`config.mk`:
```
export PLATFORM = sky130hd
export DESIGN_NAME = stw_time_counter_flat
export DESIGN_NICKNAME = d
export VERILOG_FILES = /design/src/rtl/stw_time_counter_pkg.sv /design/src/rtl/stw_time_counter_if.sv /design/src/rtl/stw_time_counter_bcd_digit.sv /design/src/rtl/stw_time_counter.sv /design/src/flat_wrapper.sv
export SDC_FILE = /design/constraint.sdc
export NUM_CORES = 1
export LEC_CHECK = 0
export CAP_MARGIN = 20
export CORE_UTILIZATION = 57
export CTS_CLUSTER_DIAMETER = 50
export DETAILED_ROUTE_END_ITERATION = 10
export PLACE_DENSITY = 0.78
export REMOVE_ABC_BUFFERS = 1
export SLEW_MARGIN = 10
export SYNTH_ARGS = -nofsm -noshare
export SYNTH_HDL_FRONTEND = slang
export SYNTH_HIERARCHICAL = 1
export SYNTH_SLANG_ARGS = --single-unit
export TNS_END_PERCENT = 50
```
`constraint.sdc`:
```
create_clock -name clock -period 8.7 [get_ports clock]
set_input_delay 1.305 -clock clock [delete_from_list [all_inputs] [get_ports clock]]
set_output_delay 1.305 -clock clock [all_outputs]
set_load 0.1 [all_outputs]
```
`src/rtl/stw_time_counter_pkg.sv`:
```
// Shared constants and helpers for the stopwatch time counter.
package stw_pkg;

    localparam int unsigned DIG_W            = 4;
    localparam int unsigned DISP_W           = 8;
    localparam int unsigned DIG_MAX10        = 9;
    localparam int unsigned DIG_MAX6         = 5;
    localparam int unsigned TICK_DIV_DEFAULT = 10000;
    localparam int unsigned PRESC_W_DEFAULT  = 16;

    // Value a digit takes on the next edge given its increment and carry-out.
    function automatic logic [DIG_W-1:0] bcd_next(input logic [DIG_W-1:0] q,
                                                  input logic             inc,
                                                  input logic             carry);
        logic [DIG_W-1:0] r;
        r = q;
        if (inc) begin
            r = carry ? DIG_W'(0) : q + DIG_W'(1);
        end
        return r;
    endfunction

endpackage

```
`src/rtl/stw_time_counter_if.sv`:
```
// Control inputs and display/status outputs of the stopwatch time counter.
interface stw_time_counter_if;
    import stw_pkg::*;

    logic              stw_on;
    logic              stw_rst_n;
    logic              lap_hold;
    logic [DISP_W-1:0] cs_bcd;
    logic [DISP_W-1:0] sec_bcd;
    logic [DISP_W-1:0] min_bcd;
    logic              tick;
    logic              ovf;

    modport master (
        output stw_on, stw_rst_n, lap_hold,
        input  cs_bcd, sec_bcd, min_bcd, tick, ovf
    );

    modport slave (
        input  stw_on, stw_rst_n, lap_hold,
        output cs_bcd, sec_bcd, min_bcd, tick, ovf
    );

endinterface

```
`src/rtl/stw_time_counter_bcd_digit.sv`:
```
// One BCD digit counting 0..MAX with a combinational carry-out on terminal count.
module bcd_digit
    import stw_pkg::*;
#(
    parameter int unsigned MAX = DIG_MAX10
) (
    input  logic             clock,
    input  logic             reset,
    input  logic             clr,
    input  logic             inc,
    output logic [DIG_W-1:0] q,
    output logic             carry
);

    logic [DIG_W-1:0] r_q;
    logic             w_term;

    assign w_term = (r_q == DIG_W'(MAX));
    assign carry  = inc & w_term;
    assign q      = r_q;

    // Digit register: reset and clear win over increment.
    always_ff @(posedge clock) begin
        if (reset) begin
            r_q <= '0;
        end else if (clr) begin
            r_q <= '0;
        end else if (inc) begin
            r_q <= w_term ? DIG_W'(0) : r_q + DIG_W'(1);
        end
    end

endmodule

```
`src/rtl/stw_time_counter.sv`:
```
// Stopwatch timebase: centisecond prescaler, MM:SS.CC BCD cascade, lap-hold display.
module stw_time_counter
    import stw_pkg::*;
#(
    parameter int unsigned TICK_DIV = TICK_DIV_DEFAULT,
    parameter int unsigned PRESC_W  = PRESC_W_DEFAULT
) (
    input  logic               clock,
    input  logic               reset,
    stw_time_counter_if.slave  bus
);

    localparam logic [PRESC_W-1:0] PRESC_LAST = PRESC_W'(TICK_DIV - 1);

    logic [PRESC_W-1:0] r_presc;
    logic [DISP_W-1:0]  r_cs_bcd;
    logic [DISP_W-1:0]  r_sec_bcd;
    logic [DISP_W-1:0]  r_min_bcd;
    logic               r_tick;
    logic               r_ovf;

    logic               w_clr;
    logic               w_inc;
    logic               w_wrap;
    logic [DIG_W-1:0]   w_q_cs0, w_q_cs1, w_q_sec0, w_q_sec1, w_q_min0, w_q_min1;
    logic               w_c_cs0, w_c_cs1, w_c_sec0, w_c_sec1, w_c_min0, w_c_min1;
    logic [DISP_W-1:0]  w_cs_nxt;
    logic [DISP_W-1:0]  w_sec_nxt;
    logic [DISP_W-1:0]  w_min_nxt;

    assign w_clr  = ~bus.stw_rst_n;
    assign w_inc  = bus.stw_on & (r_presc == PRESC_LAST);
    assign w_wrap = w_c_min1;

    // Prescaler advances only while enabled so partial ticks survive a pause.
    always_ff @(posedge clock) begin
        if (reset || w_clr) begin
            r_presc <= '0;
        end else if (bus.stw_on) begin
            r_presc <= (r_presc == PRESC_LAST) ? PRESC_W'(0) : r_presc + PRESC_W'(1);
        end
    end

    bcd_digit #(.MAX(DIG_MAX10)) u_cs0 (
        .clock(clock), .reset(reset), .clr(w_clr), .inc(w_inc),
        .q(w_q_cs0), .carry(w_c_cs0)
    );
    bcd_digit #(.MAX(DIG_MAX10)) u_cs1 (
        .clock(clock), .reset(reset), .clr(w_clr), .inc(w_c_cs0),
        .q(w_q_cs1), .carry(w_c_cs1)
    );
    bcd_digit #(.MAX(DIG_MAX10)) u_sec0 (
        .clock(clock), .reset(reset), .clr(w_clr), .inc(w_c_cs1),
        .q(w_q_sec0), .carry(w_c_sec0)
    );
    bcd_digit #(.MAX(DIG_MAX6)) u_sec1 (
        .clock(clock), .reset(reset), .clr(w_clr), .inc(w_c_sec0),
        .q(w_q_sec1), .carry(w_c_sec1)
    );
    bcd_digit #(.MAX(DIG_MAX10)) u_min0 (
        .clock(clock), .reset(reset), .clr(w_clr), .inc(w_c_sec1),
        .q(w_q_min0), .carry(w_c_min0)
    );
    bcd_digit #(.MAX(DIG_MAX6)) u_min1 (
        .clock(clock), .reset(reset), .clr(w_clr), .inc(w_c_min0),
        .q(w_q_min1), .carry(w_c_min1)
    );

    // Post-edge live count, so the display and tick line up in the same cycle.
    always_comb begin
        w_cs_nxt  = {bcd_next(w_q_cs1,  w_c_cs0,  w_c_cs1),  bcd_next(w_q_cs0,  w_inc,    w_c_cs0)};
        w_sec_nxt = {bcd_next(w_q_sec1, w_c_sec0, w_c_sec1), bcd_next(w_q_sec0, w_c_cs1,  w_c_sec0)};
        w_min_nxt = {bcd_next(w_q_min1, w_c_min0, w_c_min1), bcd_next(w_q_min0, w_c_sec1, w_c_min0)};
    end

    // Display, tick and sticky overflow; lap-hold freezes only the display.
    always_ff @(posedge clock) begin
        if (reset || w_clr) begin
            r_cs_bcd  <= '0;
            r_sec_bcd <= '0;
            r_min_bcd <= '0;
            r_tick    <= 1'b0;
            r_ovf     <= 1'b0;
        end else begin
            r_tick <= w_inc;
            if (w_wrap) begin
                r_ovf <= 1'b1;
            end
            if (!bus.lap_hold) begin
                r_cs_bcd  <= w_cs_nxt;
                r_sec_bcd <= w_sec_nxt;
                r_min_bcd <= w_min_nxt;
            end
        end
    end

    assign bus.cs_bcd  = r_cs_bcd;
    assign bus.sec_bcd = r_sec_bcd;
    assign bus.min_bcd = r_min_bcd;
    assign bus.tick    = r_tick;
    assign bus.ovf     = r_ovf;

endmodule

```
`src/flat_wrapper.sv`:
```
// flat-port wrapper written by rule: the top's interface ports become plain ports
module stw_time_counter_flat import stw_pkg::*;
#(
    parameter int unsigned TICK_DIV = TICK_DIV_DEFAULT,
    parameter int unsigned PRESC_W  = PRESC_W_DEFAULT
)
  (clock, reset, bus_stw_on, bus_stw_rst_n, bus_lap_hold, bus_cs_bcd, bus_sec_bcd, bus_min_bcd, bus_tick, bus_ovf);
  stw_time_counter_if bus_i ();
  input  logic clock;
  input  logic reset;
  input wire logic [$bits(bus_i.stw_on)-1:0] bus_stw_on;
  input wire logic [$bits(bus_i.stw_rst_n)-1:0] bus_stw_rst_n;
  input wire logic [$bits(bus_i.lap_hold)-1:0] bus_lap_hold;
  output wire logic [$bits(bus_i.cs_bcd)-1:0] bus_cs_bcd;
  output wire logic [$bits(bus_i.sec_bcd)-1:0] bus_sec_bcd;
  output wire logic [$bits(bus_i.min_bcd)-1:0] bus_min_bcd;
  output wire logic [$bits(bus_i.tick)-1:0] bus_tick;
  output wire logic [$bits(bus_i.ovf)-1:0] bus_ovf;
  assign bus_i.stw_on = bus_stw_on;
  assign bus_i.stw_rst_n = bus_stw_rst_n;
  assign bus_i.lap_hold = bus_lap_hold;
  assign bus_cs_bcd = bus_i.cs_bcd;
  assign bus_sec_bcd = bus_i.sec_bcd;
  assign bus_min_bcd = bus_i.min_bcd;
  assign bus_tick = bus_i.tick;
  assign bus_ovf = bus_i.ovf;
  stw_time_counter #(.TICK_DIV(TICK_DIV), .PRESC_W(PRESC_W)) u_core (.clock(clock), .reset(reset), .bus(bus_i));
endmodule
```
==> insert_results.sql, run 1 <==
INSERT INTO impl_metrics (metric_group, metric, value, unit) VALUES
('finish', 'post-route-cell-area', '3900', 'µm²'),
('hold_path', 'holdPathStages', '2', ''),
('route', 'wirelength', '7320', 'µm'),
('clock_tree', 'root_driver', 'sky130_fd_sc_hd__clkbuf_8', ''),
('place', 'gpl.final_weighted_congestion', '0.846', ''),
('synth', 'synth_edf_count', '0', ''),
('finish', 'final_nets', '425', ''),
('sta', 'finalWorstPathRequiredPeriod', '6240', 'ps'),
('power', 'power.static_leakage', '1.37', 'nW'),
('route', 'drt-met1-wl', '3440', 'µm'),
('global_route', 'grt_util_all_layers', '25.4', '%'),
('synth', 'post_synth.cell_area_avg', '8.77', 'µm²'),
('clock_tree', 'cts-resized-gates', '0', ''),
('sta', 'grt_setup_unrepaired', 'false', ''),
('clock_tree', 'clock_insertion_delay_at_the_later_pin_of_the_skew_report', '340', 'ps'),
('synth', 'mappedNetlistArea', '3320', 'µm²'),
('critical_path', 'worstSetupEndpointType', 'flop', ''),
('place', 'portBuffers', '30', ''),
('synth', 'library_cell_with_the_largest_summed_area_after_synthesis', 'sky130_fd_sc_hd__dfxtp_1', ''),
('flow_run', 'maxCapViolations', '0', ''),
('clock_tree', 'clk_transition_reported_paths', '70', 'ps'),
('synth', 'yosys_most_used_dff', 'sky130_fd_sc_hd__dfxtp_1', ''),
('hold_path', 'hold_path.class', 'reg2reg', ''),
('sta', 'finalMaxSlewViolations', '0', ''),
('floorplanning', 'die_width', '78.3', 'µm'),
('global_route', 'grt_start_max_net_pins', '31', ''),
('finish', 'fraction_of_final_layout_cells_with_drive_strength_greater_than_1', '10.0', '%'),
('route', 'maxUsedRoutingLayer', 'met4', ''),
('critical_path', 'r2r.worst_path.cells', '21', ''),
('synth', 'synth_most_common_cell', 'sky130_fd_sc_hd__dfxtp_1', ''),
('sta', 'tns', '0', 'ps'),
('place', 'dpl.hpwl', '4660', 'µm'),
('route', 'avgViaCountPerCell', '5.95', ''),
('global_route', 'grt_pass1_wl', '12200', 'µm'),
('sta', 'timing.final.hold_violations', '0', ''),
('critical_path', 'r2r-start', 'u_core/r_presc[0]', ''),
('critical_path', 'r2r_slack', '3470', 'ps'),
('route', 'drt_first_iter_violations', '180', ''),
('clock_tree', 'worst_case_clock_buffer_depth', '2', ''),
('synth', 'post-synth-top-area-fraction', '39.8', '%'),
('route', 'dr_total_vias', '2917', ''),
('hold_path', 'timing.hold.worst_endpoint', 'u_core/bus.sec_bcd[6]', ''),
('sta', 'worst_slack', '2460', 'ps'),
('finish', 'fillerInstances', '448', ''),
('floorplanning', 'die-area', '6130', 'µm²'),
('synth', 'netlist_top_cells_area', 'sky130_fd_sc_hd__dfxtp_1 (40%), sky130_fd_sc_hd__o21ai_0 (4.1%), sky130_fd_sc_hd__nor2b_1 (3.8%), sky130_fd_sc_hd__nor3_1 (3.5%), sky130_fd_sc_hd__xnor2_1 (3.2%)', ''),
('finish', 'layout.core_utilization', '70.0', '%'),
('critical_path', 'crit_path_start_kind', 'input pin', ''),
('place', 'post-place-cells', '472', ''),
('floorplanning', 'design.portCount', '31', ''),
('clock_tree', 'ctsHoldBuffers', '0', ''),
('sta', 'hold-worst-slack', '471', 'ps'),
('floorplanning', 'placement_rows', '27', ''),
('power', 'fin_total_pwr', '612', 'µW'),
('clock_tree', 'cts_made_buffers', '9', ''),
('global_route', 'via_count_of_the_first_global_routing_pass', '2624', ''),
('finish', 'areaGrowthSynthToFinish', '17.7', '%'),
('power', 'vdd_drop_max', '0.000102', 'V'),
('synth', 'synth.top_cells.by_count', 'sky130_fd_sc_hd__dfxtp_1 (66), sky130_fd_sc_hd__nor2_1 (27), sky130_fd_sc_hd__o21ai_0 (27)', ''),
('clock_tree', 'clock_tree.htree_level_count', '3', ''),
('synth', 'synthDistinctLibCells', '50', ''),
('route', 'drtPass1Iterations', '4', ''),
('place', 'placed_cell_area', '3690', 'µm²'),
('clock_tree', 'numClockSinks', '66', ''),
('synth', 'yosys_warnings', '6', ''),
('clock_tree', 'tritoncts', 'done', ''),
('floorplanning', 'initial_utilization', '59.5', '%'),
('critical_path', 'crit-reg2reg-capture', 'u_core/bus.min_bcd[6]', ''),
('place', 'post_placement_worst_setup_slack', '1840', 'ps'),
('status', 'outcome', 'complete, no violations', ''),
('sta', 'clock-skew-final', '6.67', 'ps');
-- cell families (layout without fill, tap and decap cells) --
family                     after synthesis  count (layout)  synth area share (%)
and+or+nand+nor                        163             163                  28.3
AOI/OAI and AO/OA                       87              87                  17.9
muxes                                    6               6                  1.92
xor gates and xnor gates                24              24                  6.34
DFF                                     66              66                  39.8
buffers and inverters                   25              65                  3.13
adders and majority gates                7               7                  2.64
-- flip-flops by register name, indices dropped and copies added (netlist names) --
| name | cells |
|---|---|
| u_core/r_presc | 16 |
| u_core/u_sec0/q | 4 |
| u_core/bus.min_bcd | 8 |
| u_core/u_cs1/q | 4 |
| u_core/bus.tick | 1 |
| u_core/u_min0/q | 4 |
| u_core/bus.sec_bcd | 8 |
| u_core/bus.cs_bcd | 8 |
| u_core/bus.ovf | 1 |
| u_core/u_cs0/q | 4 |
| u_core/u_sec1/q | 4 |
| u_core/u_min1/q | 4 |
-- layout by cell type (no fill, tap or decap), drive strengths merged, types with 10 or more instances in the layout --
master and n:
nand3 15, xnor2 12, nand4 11, dfxtp 66, nor2b 20, a211oi 13
inv 10, nor3 23, clkbuf 14, a21oi 17, clkdlybuf4s50 30, xor2 12
nor2 27, nand2 26, o21ai 28
-- routing by layer --
layer	track usage, %	vias up
li1	-	1459
met1	32.9	1382
met2	42.3	65
met3	3.60	11
met4	10.9	0
met5	0	-
-- power breakdown --
group	switching, mW	total (mW)	internal [mW]	leakage (nW)
Sequential	0.00154	0.307	0.305	0.533
Clock	0.110	0.258	0.148	0.101
Combinational	0.0355	0.0468	0.0113	0.738
-- final cells by class --
class	instances	area, µm²	share of cell area, %
Clock buffer	14	163	4.17
Inverter	10	37.5	0.962
Timing Repair Buffer	39	365	9.36
Clock inverter	2	35.0	0.897
Sequential cell	66	1320	33.8
Tap cell	72	90.1	2.31
Multi-Input combinational cell	287	1890	48.5
-- worst max-delay path, cell delays in order --
cell,delay [ps]
sky130_fd_sc_hd__clkdlybuf4s50_1,610
sky130_fd_sc_hd__nand4_1,390
sky130_fd_sc_hd__nor2_1,400
sky130_fd_sc_hd__nand2_2,110
sky130_fd_sc_hd__nor3b_1,330
sky130_fd_sc_hd__nand2_2,120
sky130_fd_sc_hd__nor3b_1,370
sky130_fd_sc_hd__buf_2,280
sky130_fd_sc_hd__nand2_2,90
sky130_fd_sc_hd__nor3b_1,320
sky130_fd_sc_hd__nand2_2,110
sky130_fd_sc_hd__nor3_1,190
sky130_fd_sc_hd__buf_4,220
sky130_fd_sc_hd__nand2_2,90
sky130_fd_sc_hd__nor3b_1,220
sky130_fd_sc_hd__buf_4,220
sky130_fd_sc_hd__nand2_2,90
sky130_fd_sc_hd__nor3_1,480
sky130_fd_sc_hd__o21ai_0,170
sky130_fd_sc_hd__a211oi_1,250
sky130_fd_sc_hd__nor3_1,70
-- worst max path at each step --
stage / endpoint / cells past startpoint / slack [ps] / startpoint
2_1_floorplan: u_core/bus.min_bcd[6] / 17 / 980 / bus_stw_on
3_3_place_gp: u_core/bus.min_bcd[6] / 20 / 2090 / bus_stw_on
3_5_place_dp: u_core/bus.min_bcd[6] / 20 / 1840 / bus_stw_on
4_1_cts: u_core/bus.min_bcd[6] / 20 / 2110 / bus_stw_on
5_1_grt: u_core/bus.min_bcd[6] / 21 / 1910 / bus_stw_on
6_report: u_core/bus.min_bcd[6] / 21 / 2460 / bus_stw_on
(Power assumes the default switching activity.)
==> inputs of run 2 (changes only) <==
--- a/config.mk
+++ b/config.mk
@@ -6,10 +6,10 @@
 export NUM_CORES = 1
 export LEC_CHECK = 0
 export CAP_MARGIN = 20
-export CORE_UTILIZATION = 57
+export CORE_UTILIZATION = 52
 export CTS_CLUSTER_DIAMETER = 50
 export DETAILED_ROUTE_END_ITERATION = 10
-export PLACE_DENSITY = 0.78
+export PLACE_DENSITY = 0.75
 export REMOVE_ABC_BUFFERS = 1
 export SLEW_MARGIN = 10
 export SYNTH_ARGS = -nofsm -noshare
==> constraint.sdc (replaced) <==
create_clock -name clock -period 5 [get_ports clock]
set_input_delay 0.75 -clock clock [delete_from_list [all_inputs] [get_ports clock]]
set_output_delay 0.75 -clock clock [all_outputs]
set_load 0.1 [all_outputs]
==> run 2 against run 1 <==
Against the previous run:
- die area is 9.4% higher
- clock power grew 75%
- critical path depth is 2 lower
- total power is 74% higher
- hold slack better by 7.2 ps
- clock skew shrank 2.8 ps
- core utilization shrank 4.6 points
- critical endpoint unchanged
- highest routed layer unchanged
==> insert_results.sql, run 2 (synthesis results as in run 1) <==
INSERT INTO impl_metrics (metric_group, metric, value, unit) VALUES
('clock_tree', 'clock_insertion_delay_at_the_later_pin_of_the_skew_report', '340', 'ps'),
('power', 'power.static_leakage', '1.39', 'nW'),
('critical_path', 'cp.arrival', '4680', 'ps'),
('place', 'dpl.hpwl', '4850', 'µm'),
('clock_tree', 'root_driver', 'sky130_fd_sc_hd__clkbuf_8', ''),
('sta', 'clock-skew-final', '3.86', 'ps'),
('route', 'maxUsedRoutingLayer', 'met4', ''),
('finish', 'fraction_of_final_layout_cells_with_drive_strength_greater_than_1', '10.9', '%'),
('route', 'drt_first_iter_violations', '109', ''),
('sta', 'grt_setup_unrepaired', 'false', ''),
('clock_tree', 'clock_tree.htree_level_count', '3', ''),
('sta', 'hold-worst-slack', '478', 'ps'),
('route', 'wl_met2', '3250', 'µm'),
('clock_tree', 'ctsHoldBuffers', '0', ''),
('critical_path', 'setup.worst_path.class', 'reg2reg', ''),
('floorplanning', 'design.portCount', '31', ''),
('floorplanning', 'placement_rows', '28', ''),
('finish', 'commonest_cells_after_routing_fill_and_taps_aside', 'sky130_fd_sc_hd__dfxtp_1 (66), sky130_fd_sc_hd__clkdlybuf4s50_1 (30), sky130_fd_sc_hd__nor2_1 (27), sky130_fd_sc_hd__o21ai_0 (27), sky130_fd_sc_hd__nor3_1 (23)', ''),
('power', 'power_density', '271', 'nW/µm²'),
('critical_path', 'critical_path_required', '5210', 'ps'),
('clock_tree', 'cts_made_buffers', '9', ''),
('route', 'route.detailed.wl_per_inst', '14.8', 'µm'),
('sta', 'clock.fmax', '224', 'MHz'),
('global_route', 'grt_start_max_net_pins', '31', ''),
('critical_path', 'crit_path_start_kind', 'flop', ''),
('place', 'portBuffers', '30', ''),
('finish', 'diodes', '0', ''),
('floorplanning', 'die-area', '6700', 'µm²'),
('floorplanning', 'die_height', '81.9', 'µm'),
('route', 'drtPass1Iterations', '6', ''),
('place', 'gpl.final_weighted_congestion', '0.827', ''),
('finish', 'areaGrowthSynthToFinish', '18.8', '%'),
('global_route', 'grt_util_all_layers', '24.8', '%'),
('route', 'wirelength', '7360', 'µm'),
('power', 'vdd_drop_max', '0.000240', 'V'),
('hold_path', 'hold_path.class', 'reg2reg', ''),
('route', 'avgViaCountPerCell', '5.86', ''),
('route', 'dr_wl_met3', '285', 'µm'),
('sta', 'finalMaxSlewViolations', '0', ''),
('clock_tree', 'clk_transition_reported_paths', '70', 'ps'),
('sta', 'period_share', '89.4', '%'),
('status', 'outcome', 'complete, no violations', ''),
('route', 'dr_total_vias', '2911', ''),
('clock_tree', 'tritoncts', 'done', ''),
('sta', 'timing.slew.headroom', '28.7', '%'),
('route', 'drt-met1-wl', '3680', 'µm'),
('clock_tree', 'numClockSinks', '66', ''),
('clock_tree', 'cts.repair_timing.setup_buffer_count', '0', ''),
('floorplanning', 'core_area', '6030', 'µm²'),
('finish', 'fin_cells', '497', ''),
('route', 'detail_route.drc_violations', '0', ''),
('clock_tree', 'worst_case_clock_buffer_depth', '2', ''),
('finish', 'number_of_flip_flops_in_the_largest_register', '16', ''),
('clock_tree', 'cts-resized-gates', '0', ''),
('global_route', 'grt_pass1_wl', '12600', 'µm'),
('finish', 'fillerInstances', '514', ''),
('global_route', 'overflow', '0', ''),
('route', 'drt.antenna.violating_nets', '0', ''),
('finish', 'layout_commonest_cell', 'sky130_fd_sc_hd__dfxtp_1', ''),
('sta', 'tightestPinTransition', '1060', 'ps'),
('critical_path', 'timing.critical_path.fanout_max', '9', ''),
('flow_run', 'maxCapViolations', '0', ''),
('global_route', 'initial_antenna_violation_count', '0', ''),
('critical_path', 'worstSetupEndpointType', 'flop', ''),
('global_route', 'via_count_of_the_first_global_routing_pass', '2685', ''),
('floorplanning', 'die_width', '81.9', 'µm'),
('sta', 'finalWorstPathRequiredPeriod', '4470', 'ps'),
('finish', 'largest-register', 'u_core/r_presc', ''),
('sta', 'setup_viol_count_final', '0', ''),
('sta', 'timing.final.hold_violations', '0', ''),
('place', 'post-place-cells', '481', ''),
('finish', 'final_nets', '429', ''),
('floorplanning', 'initial_utilization', '55.0', '%');
[run 2: cell count changes in the layout (fill, tap and decap cells not counted), sizes merged]
cell / change
buf: +4
[run 2: critical path, cell delays in order (launching register included)]
cell and delay, ps:
sky130_fd_sc_hd__dfxtp_1 410, sky130_fd_sc_hd__nor4_4 340, sky130_fd_sc_hd__nand4_2 280, sky130_fd_sc_hd__nor2_1 250, sky130_fd_sc_hd__nand2_2 100, sky130_fd_sc_hd__nor3b_1 360
sky130_fd_sc_hd__nand2_2 130, sky130_fd_sc_hd__nor3b_1 340, sky130_fd_sc_hd__nand2_2 120, sky130_fd_sc_hd__nor3b_1 360, sky130_fd_sc_hd__nand2_2 110, sky130_fd_sc_hd__nor3_1 290
sky130_fd_sc_hd__nand2_2 110, sky130_fd_sc_hd__nor3b_1 300, sky130_fd_sc_hd__nand2_2 110, sky130_fd_sc_hd__nor3_1 190, sky130_fd_sc_hd__buf_4 170, sky130_fd_sc_hd__o21ai_0 80
sky130_fd_sc_hd__a211oi_1 230, sky130_fd_sc_hd__nor3_1 70
[run 2: final timing paths]
kind | slack (ps) | cells past startpoint | from | end
hold reg to reg | 480 | 2 | u_core/bus.min_bcd[2] | u_core/bus.min_bcd[2]
setup reg to reg | 530 | 19 | u_core/r_presc[7] | u_core/bus.min_bcd[6]
setup / recovery | 530 | 19 | u_core/r_presc[7] | u_core/bus.min_bcd[6]
hold / removal | 480 | 2 | u_core/bus.min_bcd[2] | u_core/bus.min_bcd[2]
[run 2: layout make-up]
type / count / area, µm² / area share (%)
sequential: 66 / 1320 / 33.5
inverter: 10 / 37.5 / 0.953
clock buffer: 14 / 163 / 4.13
multi-input combinational: 287 / 1890 / 48.0
clock inverter: 2 / 35.0 / 0.889
tap: 75 / 93.8 / 2.38
timing repair buffer: 43 / 398 / 10.1
[run 2: routing by layer]
metal / vias up / GRT usage, %
met1: 1361 / 33.5
met2: 70 / 36.8
met4: 0 / 11.2
met3: 14 / 6.11
li1: 1466 / -
met5: - / 0
[run 2: where the power goes]
| part | internal (mW) | switching [mW] | leakage (nW) |
|---|---|---|---|
| logic | 0.0202 | 0.0620 | 0.758 |
| registers | 0.531 | 0.00278 | 0.533 |
| clock network | 0.258 | 0.193 | 0.101 |
[run 2: metrics by stage]
stage / cell area (µm²) / total power, mW / util (%) / TNS [ps] / setup WS, ps
detailed placement: 3740 / 0.628 / 62.1 / 0 / 307
global route: 3940 / 1.11 / 65.4 / 0 / 10.3
CTS: 3940 / 1.08 / 65.4 / 0 / 536
finish: 3940 / 1.07 / 65.4 / 0 / 528
global placement: 3740 / 0.627 / 62.1 / 0 / 488
floorplan: 3250 / 0.598 / - / -28270 / -2170
